==> src/rtl/mem_seq_pkg.sv <==
// mem_seq_pkg: shared encodings for the byte sequencer.
// Size codes, FSM state enum, and the size-to-beat-count helper.
package mem_seq_pkg;

    localparam logic [1:0] DT_BYTE = 2'b00;
    localparam logic [1:0] DT_HALF = 2'b01;
    localparam logic [1:0] DT_WORD = 2'b10;

    typedef enum logic [1:0] {
        IDLE = 2'd0,
        BEAT = 2'd1,
        RESP = 2'd2
    } state_t;

    // Number of byte beats for a size code; code 11 behaves as a word.
    function automatic logic [2:0] dt_beats(input logic [1:0] dt);
        case (dt)
            DT_BYTE: dt_beats = 3'd1;
            DT_HALF: dt_beats = 3'd2;
            default: dt_beats = 3'd4;
        endcase
    endfunction

    // Halfwords need addr[0]=0, words need addr[1:0]=0.
    function automatic logic is_misaligned(input logic [1:0] dt, input logic [1:0] addr_lo);
        case (dt)
            DT_BYTE: is_misaligned = 1'b0;
            DT_HALF: is_misaligned = addr_lo[0];
            default: is_misaligned = (addr_lo != 2'b00);
        endcase
    endfunction

endpackage

==> src/rtl/mem_read_extender.sv <==
// mem_read_extender: widens the assembled read accumulator to the CPU data
// width, sign- or zero-extending from 8, 16 or full width by size code.
module mem_read_extender
    import mem_seq_pkg::*;
#(
    parameter int DATA_W = 32
) (
    input  logic [DATA_W-1:0] acc_i,
    input  logic [1:0]        dt_i,
    input  logic              sign_i,
    output logic [DATA_W-1:0] ext_o
);

    // Pick the live low bits of the accumulator and fill the rest.
    always_comb begin
        ext_o = acc_i;
        case (dt_i)
            DT_BYTE: ext_o = {{(DATA_W-8){sign_i & acc_i[7]}}, acc_i[7:0]};
            DT_HALF: ext_o = {{(DATA_W-16){sign_i & acc_i[15]}}, acc_i[15:0]};
            default: ext_o = acc_i;
        endcase
    end

endmodule

==> src/rtl/mem_byte_sequencer.sv <==
// mem_byte_sequencer: splits one byte/halfword/word CPU access into 1, 2 or 4
// big-endian byte beats on the RAM port and returns extended read data with a
// one-cycle completion pulse.
// Optional feature macro: MEM_ALIGN_CHECK_EN -- misaligned requests skip the
// RAM and complete immediately with rsp_fault=1.
//
// Handshakes: a request is taken on any rising edge where req_valid=1 and
// req_ready=1; a RAM beat completes on any rising edge where mem_en=1 and
// mem_ack=1, and all mem_* outputs stay constant until it does.
// rsp_valid is a pulse with no backpressure.
module mem_byte_sequencer
    import mem_seq_pkg::*;
#(
    parameter int ADDR_W = 8,
    parameter int DATA_W = 32
) (
    input  logic              clk,
    input  logic              clr,
    input  logic              req_valid,
    output logic              req_ready,
    input  logic              req_rw,
    input  logic [ADDR_W-1:0] req_addr,
    input  logic [1:0]        req_dt,
    input  logic              req_sign,
    input  logic [DATA_W-1:0] req_wdata,
    output logic              rsp_valid,
    output logic [DATA_W-1:0] rsp_rdata,
`ifdef MEM_ALIGN_CHECK_EN
    output logic              rsp_fault,
`endif
    output logic              mem_en,
    output logic              mem_we,
    output logic [ADDR_W-1:0] mem_addr,
    output logic [7:0]        mem_wdata,
    input  logic [7:0]        mem_rdata,
    input  logic              mem_ack,
    output logic [1:0]        dbg_state
);

    state_t              state_q, state_d;
    logic                rw_q, rw_d;
    logic [ADDR_W-1:0]   addr_q, addr_d;
    logic [1:0]          dt_q, dt_d;
    logic                sign_q, sign_d;
    logic [DATA_W-1:0]   wdata_q, wdata_d;
    logic [2:0]          beats_q, beats_d;
    logic [2:0]          idx_q, idx_d;
    logic [DATA_W-1:0]   acc_q, acc_d;
    logic                fault_q, fault_d;

    logic                misalign_w;
    logic                last_beat_w;
    logic [2:0]          sel_full_w;
    logic [1:0]          byte_sel_w;
    logic [DATA_W-1:0]   ext_data_w;

`ifdef MEM_ALIGN_CHECK_EN
    assign misalign_w = is_misaligned(req_dt, req_addr[1:0]);
`else
    assign misalign_w = 1'b0;
`endif

    assign last_beat_w = (idx_q == beats_q - 3'd1);
    // First beat carries the most significant live byte of the write data.
    assign sel_full_w  = beats_q - 3'd1 - idx_q;
    assign byte_sel_w  = sel_full_w[1:0];

    mem_read_extender #(.DATA_W(DATA_W)) u_ext (
        .acc_i  (acc_q),
        .dt_i   (dt_q),
        .sign_i (sign_q),
        .ext_o  (ext_data_w)
    );

    // State register; clr returns to IDLE at once, which also drops mem_en.
    always_ff @(posedge clk or negedge clr) begin
        if (!clr) state_q <= IDLE;
        else      state_q <= state_d;
    end

    // Next-state: accept in IDLE, step beats on ack, one RESP cycle.
    always_comb begin
        state_d = state_q;
        case (state_q)
            IDLE:    if (req_valid) state_d = misalign_w ? RESP : BEAT;
            BEAT:    if (mem_ack && last_beat_w) state_d = RESP;
            RESP:    state_d = IDLE;
            default: state_d = IDLE;
        endcase
    end

    // Datapath next values: latch the request, advance the beat index,
    // and shift returned bytes into the accumulator (big-endian assembly).
    always_comb begin
        rw_d    = rw_q;
        addr_d  = addr_q;
        dt_d    = dt_q;
        sign_d  = sign_q;
        wdata_d = wdata_q;
        beats_d = beats_q;
        idx_d   = idx_q;
        acc_d   = acc_q;
        fault_d = fault_q;
        case (state_q)
            IDLE: begin
                if (req_valid) begin
                    rw_d    = req_rw;
                    addr_d  = req_addr;
                    dt_d    = req_dt;
                    sign_d  = req_sign;
                    wdata_d = req_wdata;
                    beats_d = dt_beats(req_dt);
                    idx_d   = 3'd0;
                    acc_d   = '0;
                    fault_d = misalign_w;
                end
            end
            BEAT: begin
                if (mem_ack) begin
                    idx_d = idx_q + 3'd1;
                    if (rw_q) acc_d = {acc_q[DATA_W-9:0], mem_rdata};
                end
            end
            default: ;
        endcase
    end

    // Datapath registers.
    always_ff @(posedge clk or negedge clr) begin
        if (!clr) begin
            rw_q    <= 1'b0;
            addr_q  <= '0;
            dt_q    <= DT_BYTE;
            sign_q  <= 1'b0;
            wdata_q <= '0;
            beats_q <= 3'd0;
            idx_q   <= 3'd0;
            acc_q   <= '0;
            fault_q <= 1'b0;
        end else begin
            rw_q    <= rw_d;
            addr_q  <= addr_d;
            dt_q    <= dt_d;
            sign_q  <= sign_d;
            wdata_q <= wdata_d;
            beats_q <= beats_d;
            idx_q   <= idx_d;
            acc_q   <= acc_d;
            fault_q <= fault_d;
        end
    end

    // Outputs decoded from registered state only; idle values are zero.
    always_comb begin
        req_ready = (state_q == IDLE);
        rsp_valid = (state_q == RESP);
        mem_en    = (state_q == BEAT);
        mem_we    = (state_q == BEAT) && !rw_q;
        mem_addr  = '0;
        mem_wdata = 8'h00;
        rsp_rdata = '0;
        if (state_q == BEAT) begin
            mem_addr  = addr_q + ADDR_W'(idx_q);
            mem_wdata = wdata_q[{byte_sel_w, 3'b000} +: 8];
        end
        if ((state_q == RESP) && rw_q && !fault_q) rsp_rdata = ext_data_w;
    end

`ifdef MEM_ALIGN_CHECK_EN
    // Fault flag only on the response of a rejected misaligned request.
    always_comb rsp_fault = (state_q == RESP) && fault_q;
`endif

    assign dbg_state = state_q;

endmodule

==> config.mk <==
export PLATFORM = sky130hd
export DESIGN_NAME = mem_byte_sequencer
export DESIGN_NICKNAME = d
export VERILOG_FILES = /design/src/rtl/mem_seq_pkg.sv /design/src/rtl/mem_read_extender.sv /design/src/rtl/mem_byte_sequencer.sv
export SDC_FILE = /design/constraint.sdc
export NUM_CORES = 1
export LEC_CHECK = 0
export CORE_MARGIN = 4
export CORE_UTILIZATION = 55
export CTS_BUF_LIST = sky130_fd_sc_hd__clkbuf_16
export DETAILED_ROUTE_END_ITERATION = 16
export DONT_BUFFER_PORTS = 1
export PLACE_DENSITY = 0.82
export SLEW_MARGIN = 25
export SYNTH_ARGS = -nofsm -noshare
export SYNTH_HDL_FRONTEND = slang
export SYNTH_HIERARCHICAL = 1
export SYNTH_SLANG_ARGS = --single-unit
==> constraint.sdc <==
create_clock -name clk -period 3.75 [get_ports clk]
set_input_delay 0.5625 -clock clk [delete_from_list [all_inputs] [get_ports clk]]
set_output_delay 0.5625 -clock clk [all_outputs]
set_load 0.02 [all_outputs]
# [Word-level counts from Yosys, hierarchy flattened]
# Cells that the tools add are included.
[word_totals] out_inout_bits=54 ff_bits=84 input_bits=56
[classes] n_mux=15 n_reduce_logical=12 shift=1 bitwise=2 eq_ne=9 n_addsub=4
[ops] op="32-bit two-way mux" count=4
[ops] op="32-bit case mux with 2 select lines" count=2
[ops] op="32-bit by 6-bit indexed part select with 8-bit output" count=1
[ops] op="8-bit two-way mux" count=2
[ops] op="3-bit case mux with 2 select lines" count=2
[ops] op="8-bit by 3-bit adder with 8-bit output" count=1
[ops] op="2-bit by 1-bit == test with 1-bit output, second input constant" count=3
[ops] op="2-bit logical NOT" count=3
[ops] op="3-bit two-way mux" count=2
[ops] op="2-bit by 1-bit != test with 1-bit output, second input constant" count=3
[ops] op="2-bit two-way mux" count=2
[ops] op="2-bit case mux with 2 select lines" count=1
[ops] op="2-bit AND reduction" count=2
[ops] op="4-bit AND reduction" count=1
[ops] op="3-bit by 1-bit adder with 3-bit output, second input constant" count=1
[ops] op="3-bit == test" count=1
[ops] op="1-bit logical AND" count=3
[ops] op="3-bit AND reduction" count=1
[ops] op="3-bit by 1-bit subtractor with 3-bit output, second input constant" count=1
[ops] op="1-bit AND" count=2
[ops] op="2-bit == test, second input constant" count=1
[ops] op="2-bit != test, second input constant" count=1
[ops] op="2-bit nonzero test" count=1
[ops] op="2-bit subtractor" count=1
[ops] op="1-bit logical NOT" count=1

# [Longest topological paths before layout]
[logic_depth] word_depth=5 ltp_mapped=7 ltp_nobuf=6

# [Cells and area by module]
# The synthesis kept the hierarchy.
[by_module_without_submodules] mod="mem_byte_sequencer" n_inst=1 seq_area_each_um2=2102.0 area_each_um2=3987.6 cells_per_inst=462
[by_module_without_submodules] mod="mem_read_extender" n_inst=1 seq_area_each_um2=0.0 area_each_um2=385.4 cells_per_inst=66

# [Least setup slack after synthesis]
# No wires, ideal clock.
[synth_timing] kind="register -> output" from="register beats_q[0]" to="output mem_wdata[4]" path_stages_with_launch=8 slack_ns=1.339 arrival_time_ns=1.849 n_path_buf=1 cell_sequence="dfrtp_1 -> inv_1 -> ha_1 -> xor2_2 -> xnor2_4 -> buf_6 -> mux2i_1 -> o22ai_1"
[synth_between] elab_chain_len=4
[synth_lines] item="from (decl)" line_no="mem_byte_sequencer.sv:46" source="logic [2:0] beats_q, beats_d;"
[synth_lines] item="from (signal assigned)" line_no="mem_byte_sequencer.sv:146" source="beats_q <= beats_d;"
[synth_lines] item="3-bit by 1-bit subtractor with 3-bit output" line_no="mem_byte_sequencer.sv:65" source="assign sel_full_w = beats_q - 3'd1 - idx_q;"
[synth_lines] item="2-bit subtractor" line_no="mem_byte_sequencer.sv:65"
[synth_lines] item="32-bit by 6-bit indexed part select with 8-bit output" line_no="mem_byte_sequencer.sv:164" source="mem_wdata = wdata_q[{byte_sel_w, 3'b000} +: 8];"
[synth_lines] item="8-bit two-way mux" line_no="mem_byte_sequencer.sv:162" source="if (state_q == BEAT) begin"
[synth_lines] item="to (decl)" line_no="mem_byte_sequencer.sv:34" source="output logic [7:0] mem_wdata,"
# No other way between the ends.

# [Worst setup path in the final report]
[layout_timing] from="register beats_q[0]" to="output mem_wdata[5]"
# The elaborated chain is that of the path after synthesis.

==> metrics.yaml <==
max-cap-violations: 0
hpwlAfterDp_mm: 6.80
post_cts_buffers: 0
synthArstFlopShare_pct: 100
criticalPathCategory: "reg2out"
fin_tns_setup_ps: 0
cts_resized: 0
cts_tree: "yes"
holdWs_ps: 140
clockBufferDepth: 2
finalNetCount: 562
slew_headroom_pct: 49.9
io_buffers: 0
p_leak_nw: 2.37
die_area_um2: 9440
netlist_area_um2: 4370
grt_pass1_wl_mm: 16.2
start_util_pct: 56.6
grt_max_degree: 85
switching_share_pct: 44.5
fin_crit_ps: 3080
num_vias: 3389
tightest_slew_ps: 751
hold_viol: 0
clk_pin_slew_worst_paths_ps: 60
combPwrFrac_pct: 43.8
grt_use_total_pct: 20.9
fin_crit_sh_pct: 82.2
yosys_warnings: 6
io_pins: 110
gp_congestion: 0.773
areaGrowthSynthToFinish_pct: 6.24
synth_fp_nets: 591
mostFrequentLayoutCells: "nand2_1, dfrtp_1, o21ai_1"
cts_buffers: 9
drive_above_1_share_pct: 5.75
clock_latency_ps: 320
viasPerCell: 5.59
root_buffer: "clkbuf_16"
powerDensity_nw_per_um2: 1000
die_w_um: 97.2
ys_types: 36
max_freq_ghz: 0.324
yosys_most_used_dff: "dfrtp_1"
cp.required_ps: 3190
die_y_um: 97.2
start_kind: "flip-flop"
layout.cells.non_filler: 606
p_total_mw: 4.65
rsz0062_at_grt: "false"
crit_fanout: 16
grt_pass1_vias: 3312
ant_nets: 0
power.switching_mw: 2.07
fin_util_pct: 60.1
wl_per_cell_um: 16.0
crit_arrival_ps: 2520
ys_seq_elements: 84
end_kind: "primary output"
drt_iter0_markers: 137
drc: 0
place_ws_ps: 1010
placement_rows: 32
synth_edf_count: 0
drtPass1Iterations: 6
synth_cells: 528
vdd_ir_drop_max_v: 0.000650
p_int_mw: 2.58
seq_power_share_pct: 36.7
finClkSkew_ps: 5.31
setup_violations: 0
yosysSeqAreaShare_pct: 48.1
dpl.cell_count: 589
layout_commonest_cell: "nand2_1"
place_area_um2: 4300
htreeDepth: 3
fin_area_um2: 4650
clkPwrFrac_pct: 19.5
outcome: "finished, final reports clean"
gr-total-overflow: 0
core_area_um2: 7730
n_antenna_cell: 0
antenna_found_initial: 0
clock-sinks: 84
synth_area_per_cell_um2: 8.28
hold_path_class: "in2async"
fin_ws_ps: 668
slew_violations: 0
routed_wl_mm: 9.70
worst max-delay path, cell delays in order (launching register included):
cell and delay, ps:
dfrtp_1 360, inv_1 70, ha_1 330, xor2_2 230, xnor2_4 600, mux2i_1 170, o22ai_1 440
timing repair:
action / CTS / global route
endpoints found under the hold margin: 84 / 0
setup endpoints to repair: 0 / 0
hold buffers: 1 / 0
power groups by stage:
| stage | logic (mW) | clock network (mW) | registers [mW] |
|---|---|---|---|
| 4_1_cts | 2.05 | 0.931 | 1.71 |
| 5_1_grt | 2.29 | 0.976 | 1.77 |
| 3_5_place_dp | 2.03 | 0 | 1.72 |
| 6_report | 2.04 | 0.908 | 1.71 |
| 3_3_place_gp | 1.94 | 0 | 1.70 |
| 2_1_floorplan | 1.91 | 0 | 1.54 |
per-layer routing:
metal	up-vias	wire (µm)	global-route usage (%)	part of all wire [%]
li1	1656	-	-	-
met1	1630	4240	27.6	44
met2	99	4740	34.0	49
met3	4	681	6.75	7.0
met4	0	45	4.00	0.46
met5	-	0	0	0
state kept, by name, summed over array words and instances, names as in the netlist:
name	flops
acc_q	32
sign_q	1
dt_q	2
idx_q	3
rw_q	1
addr_q	8
wdata_q	32
beats_q	3
dbg_state	2
layout make-up:
type,count,area [µm²]
clock buffer,9,225
clock inverter,7,83.8
fill,706,3080
inverter,3,11.3
multi-input combinational,397,2050
sequential,84,2100
tap,102,128
timing repair buffer,4,50.0
synthesized netlist by cell type (3+ instances only):
cell type  number  area [µm²]
buf_2           7        35.0
mux2i_1        16         160
o21ai_0        16        80.1
a21oi_1         5        25.0
ha_1            6        75.1
xnor2_1         4        35.0
a21o_1          3        22.5
or3_1           3        18.8
clkbuf_1       19        71.3
o21ai_2         4        35.0
nand2_1       227         852
buf_6           4        45.0
nor2_1          8        30.0
xor2_1          3        26.3
buf_1           6        22.5
buf_4           8        60.1
dfrtp_1        84        2100
o22ai_1         8        50.1
nand2b_1        3        18.8
and3_1         32         200
o21ai_1        41         205
worst paths after layout:
kind	slack [ps]	start	cells past startpoint	endpoint
worst max-delay path	670	beats_q[0]	6	mem_wdata[5]
max in group asynchronous	3290	clr	1	wdata_q[14]
worst max register to register	1600	dbg_state[0]	5	wdata_q[7]
worst min-delay path	140	clr	1	acc_q[5]
min in group clk	340	req_wdata[3]	2	wdata_q[3]
worst min register to register	480	wdata_q[26]	2	wdata_q[26]
cell families after synthesis:
| group | count (synthesis) | synth area share, % |
|---|---|---|
| muxes | 17 | 4.18 |
| xor gates and xnor gates | 9 | 2.40 |
| adders and majority gates | 7 | 2.17 |
| and+or+nand+nor | 286 | 27.8 |
| buffers and inverters | 47 | 5.61 |
| AOI/OAI and AO/OA | 78 | 9.79 |
| DFF | 84 | 48.1 |
Power figures use the tool's default switching activity.
